<file path="config.mk">
export PLATFORM = sky130hd
export DESIGN_NAME = gmii_frame_rx_flat
export DESIGN_NICKNAME = d
export VERILOG_FILES = /design/src/rtl/eth_pkg.sv /design/src/rtl/axis_if.sv /design/src/rtl/eth_crc32.sv /design/src/rtl/gmii_frame_rx.sv /design/src/flat_wrapper.sv
export SDC_FILE = /design/constraint.sdc
export NUM_CORES = 1
export LEC_CHECK = 0
export BUFFER_PORTS_ARGS = -buffer_cell sky130_fd_sc_hd__buf_2
export CAP_MARGIN = 30
export CORE_MARGIN = 3
export CORE_UTILIZATION = 30
export CTS_CLUSTER_DIAMETER = 50
export DETAILED_ROUTE_END_ITERATION = 16
export GPL_ROUTABILITY_DRIVEN = 1
export PLACE_DENSITY = 0.42
export SLEW_MARGIN = 20
export SYNTH_ARGS = -nofsm -noshare
export SYNTH_HDL_FRONTEND = slang
export SYNTH_HIERARCHICAL = 1
export SYNTH_SLANG_ARGS = --single-unit
</file>
<file path="constraint.sdc">
create_clock -name clk_i -period 2.9 [get_ports clk_i]
set_clock_uncertainty 0.2 [all_clocks]
set_input_delay 0.145 -clock clk_i [delete_from_list [all_inputs] [get_ports clk_i]]
set_output_delay 0.145 -clock clk_i [all_outputs]
set_load 0.03 [all_outputs]
</file>
<file path="src/rtl/eth_pkg.sv">
// Shared Ethernet constants, receive FSM state type and the reflected CRC-32 byte step.
package eth_pkg;

    typedef enum logic [1:0] {IDLE, PREAMBLE, PAYLOAD, DROP} rx_state_e;

    localparam logic [7:0]  PREAMBLE_BYTE = 8'h55;
    localparam logic [7:0]  SFD_BYTE      = 8'hD5;
    localparam logic [31:0] CRC_POLY      = 32'hEDB88320;
    localparam logic [31:0] CRC_INIT      = 32'hFFFFFFFF;
    localparam logic [31:0] CRC_RESIDUE   = 32'hDEBB20E3;

    function automatic logic [31:0] crc32_byte(input logic [31:0] crc, input logic [7:0] data);
        logic [31:0] c;
        c = crc ^ {24'd0, data};
        for (int i = 0; i < 8; i++)
            c = c[0] ? ((c >> 1) ^ CRC_POLY) : (c >> 1);
        return c;
    endfunction

endpackage

</file>
<file path="src/rtl/axis_if.sv">
// AXI4-Stream style byte channel with a bad-frame flag on tuser.
interface axis_if #(
    parameter int DATA_WIDTH = 8
);
    logic [DATA_WIDTH-1:0] tdata;
    logic                  tvalid;
    logic                  tready;
    logic                  tlast;
    logic                  tuser;

    modport master (output tdata, tvalid, tlast, tuser, input tready);
    modport slave  (input tdata, tvalid, tlast, tuser, output tready);
endinterface

</file>
<file path="src/rtl/eth_crc32.sv">
// Byte-wide Ethernet CRC-32 register (no final XOR); init has priority over enable.
module eth_crc32 import eth_pkg::*; (
    input  logic        clk_i,
    input  logic        rstn_i,
    input  logic        init_i,
    input  logic        en_i,
    input  logic [7:0]  data_i,
    output logic [31:0] crc_o
);

    always_ff @(posedge clk_i) begin
        if (!rstn_i || init_i)
            crc_o <= CRC_INIT;
        else if (en_i)
            crc_o <= crc32_byte(crc_o, data_i);
    end

endmodule

</file>
<file path="src/rtl/gmii_frame_rx.sv">
// GMII receive framer: strips preamble/SFD and FCS, checks the CRC residue and streams
// the payload out with a 5-byte lag; no backpressure reaches the PHY, stalls become overflow.
module gmii_frame_rx import eth_pkg::*; #(
    parameter int DATA_WIDTH   = 8,
    parameter bit CRC_CHECK_EN = 1'b1
) (
    input  logic                  clk_i,
    input  logic                  rstn_i,
    input  logic [DATA_WIDTH-1:0] rx_data_i,
    input  logic                  rx_dv_i,
    input  logic                  rx_er_i,
    axis_if.master                m_axis,
    output logic                  frame_ok_o,
    output logic                  crc_err_o,
    output logic                  overflow_o,
    output logic                  runt_o
);

    rx_state_e                        state;
    logic [3:0][DATA_WIDTH-1:0]       dline;
    logic [2:0]                       dl_cnt;
    logic [DATA_WIDTH-1:0]            hold;
    logic                             hold_vld;
    logic                             frame_err;
    logic                             armed;
    logic [DATA_WIDTH-1:0]            tdata_q;
    logic                             tvalid_q;
    logic                             tlast_q;
    logic                             tuser_q;
    logic [31:0]                      crc;

    logic sfd_hit, byte_in, crc_bad, beat_busy;

    assign sfd_hit   = (state == PREAMBLE) && rx_dv_i && !rx_er_i && (rx_data_i == SFD_BYTE);
    assign byte_in   = (state == PAYLOAD) && rx_dv_i;
    assign crc_bad   = CRC_CHECK_EN && (crc != CRC_RESIDUE);
    assign beat_busy = tvalid_q && !m_axis.tready;

    eth_crc32 u_crc (
        .clk_i  (clk_i),
        .rstn_i (rstn_i),
        .init_i (sfd_hit),
        .en_i   (byte_in),
        .data_i (rx_data_i),
        .crc_o  (crc)
    );

    assign m_axis.tdata  = tdata_q;
    assign m_axis.tvalid = tvalid_q;
    assign m_axis.tlast  = tlast_q;
    assign m_axis.tuser  = tuser_q;

    always_ff @(posedge clk_i) begin
        if (!rstn_i) begin
            state      <= IDLE;
            dl_cnt     <= 3'd0;
            hold_vld   <= 1'b0;
            frame_err  <= 1'b0;
            armed      <= 1'b0;
            tdata_q    <= '0;
            tvalid_q   <= 1'b0;
            tlast_q    <= 1'b0;
            tuser_q    <= 1'b0;
            frame_ok_o <= 1'b0;
            crc_err_o  <= 1'b0;
            overflow_o <= 1'b0;
            runt_o     <= 1'b0;
        end else begin
            frame_ok_o <= 1'b0;
            crc_err_o  <= 1'b0;
            overflow_o <= 1'b0;
            runt_o     <= 1'b0;
            if (tvalid_q && m_axis.tready)
                tvalid_q <= 1'b0;

            case (state)
                // armed stays low after reset until dv is seen low, so a frame cut by reset is ignored
                IDLE: begin
                    if (!rx_dv_i)
                        armed <= 1'b1;
                    else if (armed && rx_data_i == PREAMBLE_BYTE)
                        state <= PREAMBLE;
                end
                PREAMBLE: begin
                    if (!rx_dv_i)
                        state <= IDLE;
                    else if (rx_er_i)
                        state <= DROP;
                    else if (rx_data_i == SFD_BYTE) begin
                        state     <= PAYLOAD;
                        dl_cnt    <= 3'd0;
                        hold_vld  <= 1'b0;
                        frame_err <= 1'b0;
                    end else if (rx_data_i != PREAMBLE_BYTE)
                        state <= DROP;
                end
                PAYLOAD: begin
                    if (rx_dv_i) begin
                        if (rx_er_i)
                            frame_err <= 1'b1;
                        dline <= {dline[2:0], rx_data_i};
                        if (dl_cnt == 3'd4) begin
                            hold     <= dline[3];
                            hold_vld <= 1'b1;
                            if (hold_vld) begin
                                if (beat_busy) begin
                                    overflow_o <= 1'b1;
                                    tlast_q    <= 1'b1;
                                    tuser_q    <= 1'b1;
                                    hold_vld   <= 1'b0;
                                    state      <= DROP;
                                end else begin
                                    tvalid_q <= 1'b1;
                                    tdata_q  <= hold;
                                    tlast_q  <= 1'b0;
                                    tuser_q  <= 1'b0;
                                end
                            end
                        end else
                            dl_cnt <= dl_cnt + 3'd1;
                    end else begin
                        // hold only fills on the 5th byte, so an empty hold means a runt
                        state    <= IDLE;
                        hold_vld <= 1'b0;
                        if (!hold_vld)
                            runt_o <= 1'b1;
                        else if (beat_busy) begin
                            overflow_o <= 1'b1;
                            tlast_q    <= 1'b1;
                            tuser_q    <= 1'b1;
                        end else begin
                            tvalid_q   <= 1'b1;
                            tdata_q    <= hold;
                            tlast_q    <= 1'b1;
                            tuser_q    <= crc_bad || frame_err;
                            frame_ok_o <= !(crc_bad || frame_err);
                            crc_err_o  <= crc_bad;
                        end
                    end
                end
                DROP: begin
                    if (!rx_dv_i)
                        state <= IDLE;
                end
                default: state <= IDLE;
            endcase
        end
    end

endmodule
</file>
<file path="src/flat_wrapper.sv">
// flat-port wrapper written by rule: the top's interface ports become plain ports
module gmii_frame_rx_flat import eth_pkg::*;
#(
    parameter int DATA_WIDTH   = 8,
    parameter bit CRC_CHECK_EN = 1'b1
)
  (clk_i, rstn_i, rx_data_i, rx_dv_i, rx_er_i, frame_ok_o, crc_err_o, overflow_o, runt_o, m_axis_tdata, m_axis_tvalid, m_axis_tlast, m_axis_tuser, m_axis_tready);
  axis_if #(.DATA_WIDTH(DATA_WIDTH)) m_axis_i ();
  input  logic clk_i;
  input  logic rstn_i;
  input  logic [DATA_WIDTH-1:0] rx_data_i;
  input  logic rx_dv_i;
  input  logic rx_er_i;
  output logic frame_ok_o;
  output logic crc_err_o;
  output logic overflow_o;
  output logic runt_o;
  output wire logic [$bits(m_axis_i.tdata)-1:0] m_axis_tdata;
  output wire logic [$bits(m_axis_i.tvalid)-1:0] m_axis_tvalid;
  output wire logic [$bits(m_axis_i.tlast)-1:0] m_axis_tlast;
  output wire logic [$bits(m_axis_i.tuser)-1:0] m_axis_tuser;
  input wire logic [$bits(m_axis_i.tready)-1:0] m_axis_tready;
  assign m_axis_tdata = m_axis_i.tdata;
  assign m_axis_tvalid = m_axis_i.tvalid;
  assign m_axis_tlast = m_axis_i.tlast;
  assign m_axis_tuser = m_axis_i.tuser;
  assign m_axis_i.tready = m_axis_tready;
  gmii_frame_rx #(.DATA_WIDTH(DATA_WIDTH), .CRC_CHECK_EN(CRC_CHECK_EN)) u_core (.clk_i(clk_i), .rstn_i(rstn_i), .rx_data_i(rx_data_i), .rx_dv_i(rx_dv_i), .rx_er_i(rx_er_i), .m_axis(m_axis_i), .frame_ok_o(frame_ok_o), .crc_err_o(crc_err_o), .overflow_o(overflow_o), .runt_o(runt_o));
endmodule
</file>
==> run_results.csv, run 1 <==
group,metric,value,unit
pwr,cellLeakagePower,1.83,nW
floorplanning,die_area,15600,um2
setup_path,path_class,"in2reg",
pwr,clkPwrFrac,0.422,
clocking,cts_buffers,9,
logic_synthesis,ys_types,55,
logic_synthesis,synth_largest_area_cell,"edfxtp_1",
global_route,track_usage,0.120,
sta,setup_viol,0,
logic_synthesis,avgSynthCellArea,11.8,um2
logic_synthesis,ys_ff_latch,95,
routing,firstDrtPassIters,4,
logic_synthesis,synthFlopType,"dfxtp_1",
setup_path,critPathTopFamily,"XOR/XNOR gates",
setup_path,worstPathArrival,2.28,ns
clocking,root_buffer,"clkbuf_16",
layout,layout_commonest_cell,"dfxtp_1",
global_route,grt_overflow,0,
clocking,clk_latency,0.34,ns
sta,timing.final.crit_share,0.774,
setup_path,crit_required,2.93,ns
clocking,cts_sinks,95,
layout,area_delta_synth_final,17.7,%
global_route,grt_max_degree,33,
logic_synthesis,synth-xor-area-share,0.194,
sta,fmax,445,MHz
pwr,cellInternalPower,2.18,mW
logic_synthesis,synthMuxAreaShare,0.0213,
pwr,p_sw,0.653,mW
floorplanning,coreArea,13500,um2
pwr,switching_share,0.230,
setup_path,reg2reg_depth,5,
floorplanning,die_w,125,um
routing,drtIter0Drc,110,
sta,max_slew_margin,0.530,
logic_synthesis,synthSimpleGateAreaFrac,0.134,
floorplanning,start_util,0.313,
floorplanning,num_io_pins,28,
pwr,p_per_area,570,nW/um2
floorplanning,fp-row-count,42,
sta,hold_slack,0.00627,ns
sta,fin_tns_setup,0,ns
routing,drc,0,
min_path,hold_path_class,"in2reg",
sta,rsz0062_at_grt,"no",
setup_path,cp_max_fo,5,
sta,slew_viol_final,0,
routing,wl,8.92,mm
logic_synthesis,synthesis.area,4230,um2
placement,gp_congestion,0.773,
logic_synthesis,synth_top_area_share,0.284,
logic_synthesis,synth_cells,360,
layout,n_antenna_cell,0,
setup_path,path_cells,"dlygate4sd3_1 > buf_2 > xor2_2 > xnor2_1 > xnor2_1 > and2_4 > a211o_1",
min_path,hold_depth,2,
pwr,ir_drop,286,uV
clocking,cts.clk_slew.worst_paths,0.07,ns
logic_synthesis,synth_top_family_by_area,"XOR/XNOR gates",
setup_path,cp_num_buf_inv,2,
routing,vias,2633,
logic_synthesis,synth-adder-area-share,0.00592,
pwr,p_seq_frac,0.488,
setup_path,cp.depth,7,
logic_synthesis,yosysSeqAreaShare,0.544,
routing,wl_per_cell,15.3,um
pwr,comb_power_share,0.089,
placement,numPortBuffers,27,
routing,vias_per_cell,4.52,
global_route,grt_pass1_wl,14.4,mm
global_route,grt_pass1_vias,2665,
setup_path,cp-end-kind,"flip-flop",
setup_path,worstSetupStartpointType,"input pin",
status,outcome,"finished clean",
routing,ant_nets,0,
layout,layout_common_cells,"55 x dfxtp_1, 48 x xnor2_1, 40 x edfxtp_1",
logic_synthesis,synth_nets,375,
clocking,post_cts_buffers,0,
setup_path,cpPeakStageDelay,0.55,ns
sta,finalHoldViolCount,0,
logic_synthesis,synth-edff-count,40,
logic_synthesis,yosysWarnings,6,
setup_path,slowest_stage,"dlygate4sd3_1",
floorplanning,die_h,125,um
placement,hpwl,6.21,mm
sta,fin_crit,2.25,ns
sta,worst_pin_slew,0.702,ns
setup_path,cpMostUsedCell,"xnor2_1",
logic_synthesis,synthTopCellsByArea,"edfxtp_1 28%, dfxtp_1 26%, xnor2_1 9.9%",
clocking,cts_tree,"yes",
layout,drive_gt1_frac,0.155,
job,maxCapViolCount,0,
layout,fin_nets,416,
clocking,clockBufferDepth,2,
global_route,antenna_found_initial,0,
logic_synthesis,async_reset_ff_frac,0,
logic_synthesis,synth_compound_area_frac,0.0787,
clocking,h-tree-depth,3,
-- per-layer routing --
layer  part of all wire  vias up  global-route usage
met4              0.016        0              0.0426
met3              0.038       14              0.0360
met2               0.48       39               0.198
li1                   -     1317                   -
met5                  0        -                   0
met1               0.47     1263               0.149
-- repair_timing --
item,in CTS,in global routing
resized for setup,0,0
hold buffers,11,0
endpoints found under the hold margin,10,0
setup endpoints to repair,0,0
-- stage by stage --
step	std cells	cell area [um2]	setup slack (ns)	power (mW)	utilization
after floorplan	360	4230	0.796	1.60	-
after global placement	555	4570	0.681	1.66	0.338
after detailed placement	555	4570	0.730	1.66	0.338
after CTS	582	4980	0.635	2.89	0.369
after global routing	582	4980	0.433	2.96	0.369
final	582	4980	0.654	2.84	0.369
-- cells by family (layout without fill, tap and decap cells) --
family / after synthesis / after routing
DFF: 95 / 95
AOI/OAI and AO/OA: 48 / 48
xor gates and xnor gates: 73 / 73
and+or+nand+nor: 112 / 112
muxes: 9 / 9
adders and majority gates: 2 / 2
buffers and inverters: 21 / 67
-- sequential cells by signal (all words and copies together), names as in the netlist, 2 cells and up --
name / count
u_core/dl_cnt: 3
u_core/dline: 32
u_core/hold: 8
u_core/m_axis.tdata: 8
u_core/state: 2
u_core/u_crc/crc_o: 32
-- final cells by class --
type / instances / area (um2)
multi-input combinational: 244 / 1840
fill: 1339 / 8530
sequential: 95 / 2300
tap: 176 / 220
clock buffer: 10 / 229
timing repair buffer: 45 / 298
clock inverter: 6 / 67.6
inverter: 6 / 22.5
-- synthesized netlist by cell type (3+ instances only) --
cell type	n
dfxtp_1	55
xnor2_1	48
edfxtp_1	40
nor2_1	37
nand2_1	31
o21ai_0	19
xor2_1	12
clkbuf_1	11
nor2b_1	10
o211ai_1	10
mux2i_1	9
inv_1	5
nor3_1	5
nand3_1	4
a211oi_1	3
a21oi_1	3
nor3b_1	3
nor4_1	3
xnor3_1	3
xor2_4	3
-- final timing paths --
path                                               to  slack (ns)                               start
setup reg to reg  u_core/u_crc/crc_o[29]$_SDFFE_PP1P_        0.74  u_core/u_crc/crc_o[0]$_SDFFE_PP1P_
hold / removal              u_core/armed$_SDFFE_PN0P_       0.006                              rstn_i
hold reg to reg            u_core/dline[11]$_DFFE_PP_        0.22           u_core/dline[3]$_DFFE_PP_
setup / recovery  u_core/u_crc/crc_o[19]$_SDFFE_PP1P_        0.65                        rx_data_i[7]
-- power groups by stage --
| stage | clock network [mW] | registers [mW] | logic [mW] |
|---|---|---|---|
| after CTS | 1.25 | 1.38 | 0.256 |
| after detailed placement | 0 | 1.41 | 0.243 |
| after global placement | 0 | 1.41 | 0.245 |
| after global routing | 1.30 | 1.38 | 0.273 |
| final | 1.20 | 1.38 | 0.253 |
| after floorplan | 0 | 1.41 | 0.186 |
No activity file was read; power rests on OpenSTA's default activity.
==> run 2, diff against run 1 <==
ABC_AREA = 1   (was not set)
PLACE_DENSITY = 0.44   (was 0.42)
clock period = 1.8 ns   (was 2.9 ns; I/O delays follow)
==> run 2 against run 1 <==
Against the previous run:
- core utilization is 2.4 points higher
- via count is 57% higher
- global-route usage is 2.9 points higher
- sequential cell count stayed put
- critical path type is now reg2reg
- critical endpoint is now u_core/dline[5]$_DFFE_PP_
==> run_results.csv, run 2 <==
group,metric,value,unit
setup_path,cp-end-kind,"flip-flop",
routing,wl_per_cell,13.7,um
layout,final_util,0.393,
floorplanning,die_h,132,um
layout,layout_common_cells,"198 x nand2_1, 51 x inv_1, 50 x nor2_1",
sta,fmax,581,MHz
setup_path,cp_num_buf_inv,4,
sta,worst_pin_slew,0.312,ns
setup_path,crit_required,1.67,ns
floorplanning,die_area,17500,um2
global_route,antenna_found_initial,0,
global_route,grt_overflow,0,
clocking,clk_latency,0.35,ns
logic_synthesis,yosysWarnings,6,
layout,area_delta_synth_final,26.3,%
logic_synthesis,async_reset_ff_frac,0,
setup_path,path_cells,"inv_2 > nor2_4 > inv_4 > nor2_4 > inv_2 > nor2_4 > clkbuf_16",
placement,numPortBuffers,27,
sta,setup_viol,0,
sta,slew_viol_final,0,
logic_synthesis,synth.most_common_cell,"nand2_1",
logic_synthesis,avgSynthCellArea,7.72,um2
pwr,p_per_area,1130,nW/um2
logic_synthesis,synth_nets,634,
global_route,track_usage,0.149,
setup_path,worstSetupStartpointType,"flip-flop",
sta,hold_slack,0.116,ns
routing,vias,4144,
setup_path,cpPeakStageDelay,0.34,ns
global_route,grt_use_met3,0.0374,
setup_path,worstPathArrival,1.59,ns
clocking,cts.clk_slew.worst_paths,0.08,ns
logic_synthesis,synth_top_area_share,0.251,
logic_synthesis,ys_types,32,
floorplanning,coreArea,15400,um2
floorplanning,start_util,0.311,
clocking,clockBufferDepth,2,
sta,timing.final.crit_share,0.956,
layout,post_layout_nonfiller_instances,919,
global_route,grt_pass1_wl,20.5,mm
pwr,clkPwrFrac,0.275,
placement,hpwl,9.07,mm
pwr,cellInternalPower,4.34,mW
setup_path,cpMostUsedCell,"nor2_4",
logic_synthesis,synth_largest_area_cell,"edfxtp_1",
setup_path,path_class,"reg2reg",
logic_synthesis,synth_cells,619,
setup_path,slowest_stage,"dfxtp_2",
routing,drtIter0Drc,230,
pwr,power,6.80,mW
layout,fin_nets,718,
logic_synthesis,synth-edff-count,40,
clocking,root_buffer,"clkbuf_16",
clocking,cts_sinks,95,
layout,nFillCells,1592,
placement,placed_cell_area,5430,um2
layout,multi_input_area,2220,um2
sta,max_slew_margin,0.790,
floorplanning,die_w,132,um
setup_path,critPathTopFamily,"simple AND/OR/NAND/NOR gates",
status,outcome,"finished clean",
logic_synthesis,synthFlopType,"dfxtp_1",
logic_synthesis,yosysSeqAreaShare,0.482,
logic_synthesis,synthesis.area,4780,um2
global_route,grt_max_degree,36,
clocking,cts_buffers,9,
pwr,ir_drop,445,uV
pwr,p_seq_frac,0.388,
pwr,cellLeakagePower,2.66,nW
global_route,globalRouteMet1Util,0.184,
routing,firstDrtPassIters,5,
clocking,cts_tree,"yes",
floorplanning,fp-row-count,45,
pwr,p_sw,2.47,mW
routing,wl,12.6,mm
routing,vias_per_cell,4.51,
layout,ff_latch_area,2310,um2
global_route,grt_most_used_layer,"met2",
pwr,comb_power_share,0.337,
logic_synthesis,ys_ff_latch,95,
global_route,grt_util_met2,0.258,
min_path,hold_path_class,"in2reg",
placement,gp_congestion,0.838,
placement,dp.cells,881,
sta,finalHoldViolCount,0,
clocking,h-tree-depth,3,
layout,largest_registers,"u_core/dline: 32 flops, u_core/u_crc/crc_o: 32 flops",
layout,layout_commonest_cell,"nand2_1",
global_route,grt_pass1_vias,3958,
job,maxCapViolCount,0,
layout,design_area,6040,um2
floorplanning,num_io_pins,28,
logic_synthesis,yosys-top-cells-count,"203 x nand2_1, 55 x dfxtp_1, 55 x inv_1",
routing,drc,0,
layout,n_antenna_cell,0,
layout,drive_gt1_frac,0.210,
setup_path,cp_max_fo,8,
routing,ant_nets,0,
pwr,switching_share,0.363,
sta,fin_crit,1.72,ns
logic_synthesis,synthTopCellsByArea,"edfxtp_1 25%, dfxtp_1 23%, nand2_1 16%",
## run 2: changes by cell type after synthesis, moves of 7 or more
cell     delta
nand2_1   +172
inv_1      +50
xnor2_1    -43
nand3_1    +40
a21oi_1    +37
nor2_1     +16
nand2_2    +13
nor2b_1    -10
mux2i_1     -9
xor2_1      +8
inv_2       +7
## run 2: power by group through the flow
| stage | Combinational [mW] | Clock, mW | Sequential (mW) |
|---|---|---|---|
| after floorplan | 1.49 | 0 | 2.66 |
| final | 2.29 | 1.87 | 2.64 |
| after detailed placement | 2.13 | 0 | 2.69 |
| after global placement | 2.11 | 0 | 2.68 |
| after global routing | 2.58 | 2.04 | 2.67 |
| after CTS | 2.17 | 1.96 | 2.64 |
## run 2: cells by family (layout without fill, tap and decap cells)
family,after synthesis,in the layout,synth area share
AO/OA/AOI/OAI,75,75,0.0875
XOR/XNOR,25,25,0.0458
adder cells (fa/ha/maj),2,2,0.00524
flip-flops,95,95,0.482
AND/OR/NAND/NOR,344,344,0.312
buffers and inverters,78,167,0.0673
## run 2: area by class of cell
class / instances / area share
inverter: 65 / 0.0410
clock buffer: 10 / 0.0379
timing repair buffer: 86 / 0.117
sequential: 95 / 0.383
tap: 211 / 0.0437
clock inverter: 6 / 0.00995
multi-input combinational: 446 / 0.368
## run 2: worst register-to-register path: stages (launching register included)
cell and delay [ns]:
dfxtp_2 0.34, inv_2 0.05, nor2_4 0.15, inv_4 0.06, nor2_4 0.13, inv_2 0.08
nor2_4 0.22, clkbuf_16 0.21
## run 2: what timing repair did
item,CTS,global route
pin swaps,0,5
gates cloned,0,3
hold buffers,13,0
gates resized for setup,2,28
buffers inserted,0,6
endpoints found under the hold margin,27,0
setup endpoints to repair,3,74
## run 2: path summary, 6_finish.rpt
check,slack [ns],cells past startpoint,startpoint,end
hold / removal,0.12,6,rx_data_i[7],u_core/u_crc/crc_o[9]$_SDFFE_PP1P_
hold reg to reg,0.22,0,u_core/dline[2]$_DFFE_PP_,u_core/dline[10]$_DFFE_PP_
setup reg to reg,0.08,7,u_core/state[1]$_SDFFE_PN0P_,u_core/dline[5]$_DFFE_PP_
setup / recovery,0.08,7,u_core/state[1]$_SDFFE_PN0P_,u_core/dline[5]$_DFFE_PP_
## run 2: through the flow
step                      TNS (ns)  setup slack, ns
after floorplan              -3.32           -0.104
after global placement     -0.0214          -0.0214
after detailed placement   -0.0122          -0.0122
after CTS                        0           0.0137
after global routing       -0.0550          -0.0145
final                            0           0.0784
## run 2: metal layers
layer,vias up,share of wire
met1,1915,0.44
met2,58,0.51
met3,10,0.033
met5,-,0
met4,0,0.011
li1,2161,-
==> run 3, diff against run 2 <==
CORE_ASPECT_RATIO = 0.75   (was not set)
==> run 3 against run 2 <==
Against the previous run:
- total power is 2.6% higher
- sequential power about the same
- critical path depth unchanged
- core utilization down 0.41 points
- die area hardly changed
- critical endpoint is now u_core/dline[12]$_DFFE_PP_
- highest routed layer unchanged
==> run_results.csv, run 3 (synthesis gave the netlist of run 2 again) <==
group,metric,value,unit
status,outcome,"finished clean",
sta,finalHoldViolCount,0,
setup_path,worstPathArrival,1.58,ns
global_route,grt_max_degree,33,
routing,drtIter0Drc,347,
global_route,antenna_found_initial,0,
floorplanning,num_io_pins,28,
pwr,p_per_area,1160,nW/um2
floorplanning,coreArea,15400,um2
layout,area_delta_synth_final,25.4,%
setup_path,slowest_stage,"dlygate4sd3_1",
layout,ff_latch_area,2310,um2
min_path,hold_path.startpoint,"rx_data_i[7]",
layout,largest_registers,"u_core/dline: 32 flops, u_core/u_crc/crc_o: 32 flops",
sta,rsz0062_at_grt,"yes",
setup_path,critPathTopFamily,"buffers and inverters",
min_path,hold_path_class,"in2reg",
routing,ant_nets,0,
layout,final_util,0.389,
routing,vias,4121,
setup_path,worstSetupStartpointType,"input pin",
layout,nFillCells,1609,
setup_path,cpPeakStageDelay,0.52,ns
placement,pre_cts_ws,-0.00225,ns
setup_path,cp_max_fo,16,
clocking,cts_sinks,95,
routing,drc,0,
sta,setup_viol,0,
sta,fmax,579,MHz
pwr,cellLeakagePower,2.63,nW
sta,slew_viol_final,0,
layout,drive_gt1_frac,0.208,
routing,wl,12.8,mm
clocking,root_buffer,"clkbuf_16",
setup_path,reg2reg_from,"u_core/dl_cnt[0]$_SDFFE_PN0P_",
placement,gp_congestion,0.874,
floorplanning,start_util,0.310,
setup_path,critPathLaunch,"rx_dv_i",
job,maxCapViolCount,0,
floorplanning,die_area,17500,um2
clocking,cts.clk_slew.worst_paths,0.07,ns
setup_path,crit_required,1.65,ns
setup_path,cpMostUsedCell,"nor2_4",
clocking,cts_buffers,9,
global_route,track_usage,0.151,
routing,vias_per_cell,4.54,
layout,fin_nets,711,
sta,layout_setup_ws,0.0731,ns
clocking,clk_latency,0.34,ns
sta,fin_tns_setup,0,ns
clocking,h-tree-depth,3,
floorplanning,fp-row-count,39,
setup_path,cp-end-kind,"flip-flop",
floorplanning,die_h,115,um
layout,multi_input_area,2200,um2
placement,dp.cells,874,
global_route,grt_overflow,0,
routing,firstDrtPassIters,5,
placement,numPortBuffers,27,
setup_path,cp_num_buf_inv,5,
global_route,grt_pass1_vias,3844,
routing,wl_per_cell,14.1,um
global_route,grt_pass1_wl,20.4,mm
sta,fin_crit,1.73,ns
layout,layout_common_cells,"199 x nand2_1, 52 x inv_1, 50 x nor2_1",
layout,post_layout_nonfiller_instances,907,
floorplanning,die_w,152,um
sta,worst_pin_slew,0.329,ns
sta,max_slew_margin,0.778,
sta,timing.final.crit_share,0.959,
setup_path,path_class,"in2reg",
layout,layout_commonest_cell,"nand2_1",
clocking,cts_tree,"yes",
clocking,clockBufferDepth,2,
pwr,ir_drop,476,uV
setup_path,path_cells,"dlygate4sd3_1 > clkbuf_4 > inv_4 > nor2_4 > inv_2 > nor2_4 > clkbuf_16",
placement,hpwl,9.52,mm
[run 3: worst paths after layout]
path                                         end  slack [ns]  cells after the start
max reg2reg  u_core/m_axis.tdata[3]$_SDFFE_PN0P_        0.08                     10
min           u_core/u_crc/crc_o[9]$_SDFFE_PP1P_        0.08                      6
max                   u_core/dline[12]$_DFFE_PP_        0.07                      7
min reg2reg           u_core/dline[13]$_DFFE_PP_        0.22                      0
[run 3: power breakdown]
group	internal (mW)	switching [mW]	total, mW
sequential	2.47	0.189	2.66
combinational	0.860	1.40	2.26
clock	1.22	0.845	2.06
total	4.55	2.43	6.98
[run 3: worst reg2reg max path, cell delays in order (launching register included)]
cell and delay [ns]:
dfxtp_2 0.33, inv_1 0.07, ha_1 0.15, nand2_1 0.08, inv_2 0.09, nor2_4 0.05, nor2_2 0.12, nand2_2 0.12
buf_4 0.18, o21ai_0 0.16, nor2_1 0.05
[run 3: metrics by stage]
step | power (mW) | hold WS [ns] | area, um2
after global routing | 7.45 | 0.117 | 5990
after global placement | 4.80 | 0.140 | 5420
after floorplan | 4.15 | -0.0313 | 4800
after detailed placement | 4.82 | 0.137 | 5420
after CTS | 6.93 | 0.0933 | 5860
final | 6.98 | 0.0847 | 5990
[run 3: final cells by class]
type / instances / area share
antenna: 1 / 0.000418
multi-input combinational: 446 / 0.368
clock buffer: 9 / 0.0376
timing repair buffer: 79 / 0.107
sequential: 95 / 0.386
inverter: 65 / 0.0422
tap: 205 / 0.0428
clock inverter: 7 / 0.0159
[run 3: per-layer routing]
metal / track usage / vias up / wire length (um) / share of wire
li1: - / 2146 / - / -
met2: 0.220 / 87 / 5180 / 0.40
met5: 0 / - / 0 / 0
met3: 0.0343 / 7 / 697 / 0.054
met1: 0.228 / 1881 / 6830 / 0.53
met4: 0.0371 / 0 / 102 / 0.0080
[run 3: timing repair]
item	CTS	global route
buffers inserted	0	3
pin swaps	0	5
resized for setup	1	33
hold endpoints to repair	28	0
endpoints found under the setup margin	6	49
gates cloned	0	1
hold buffers	12	0
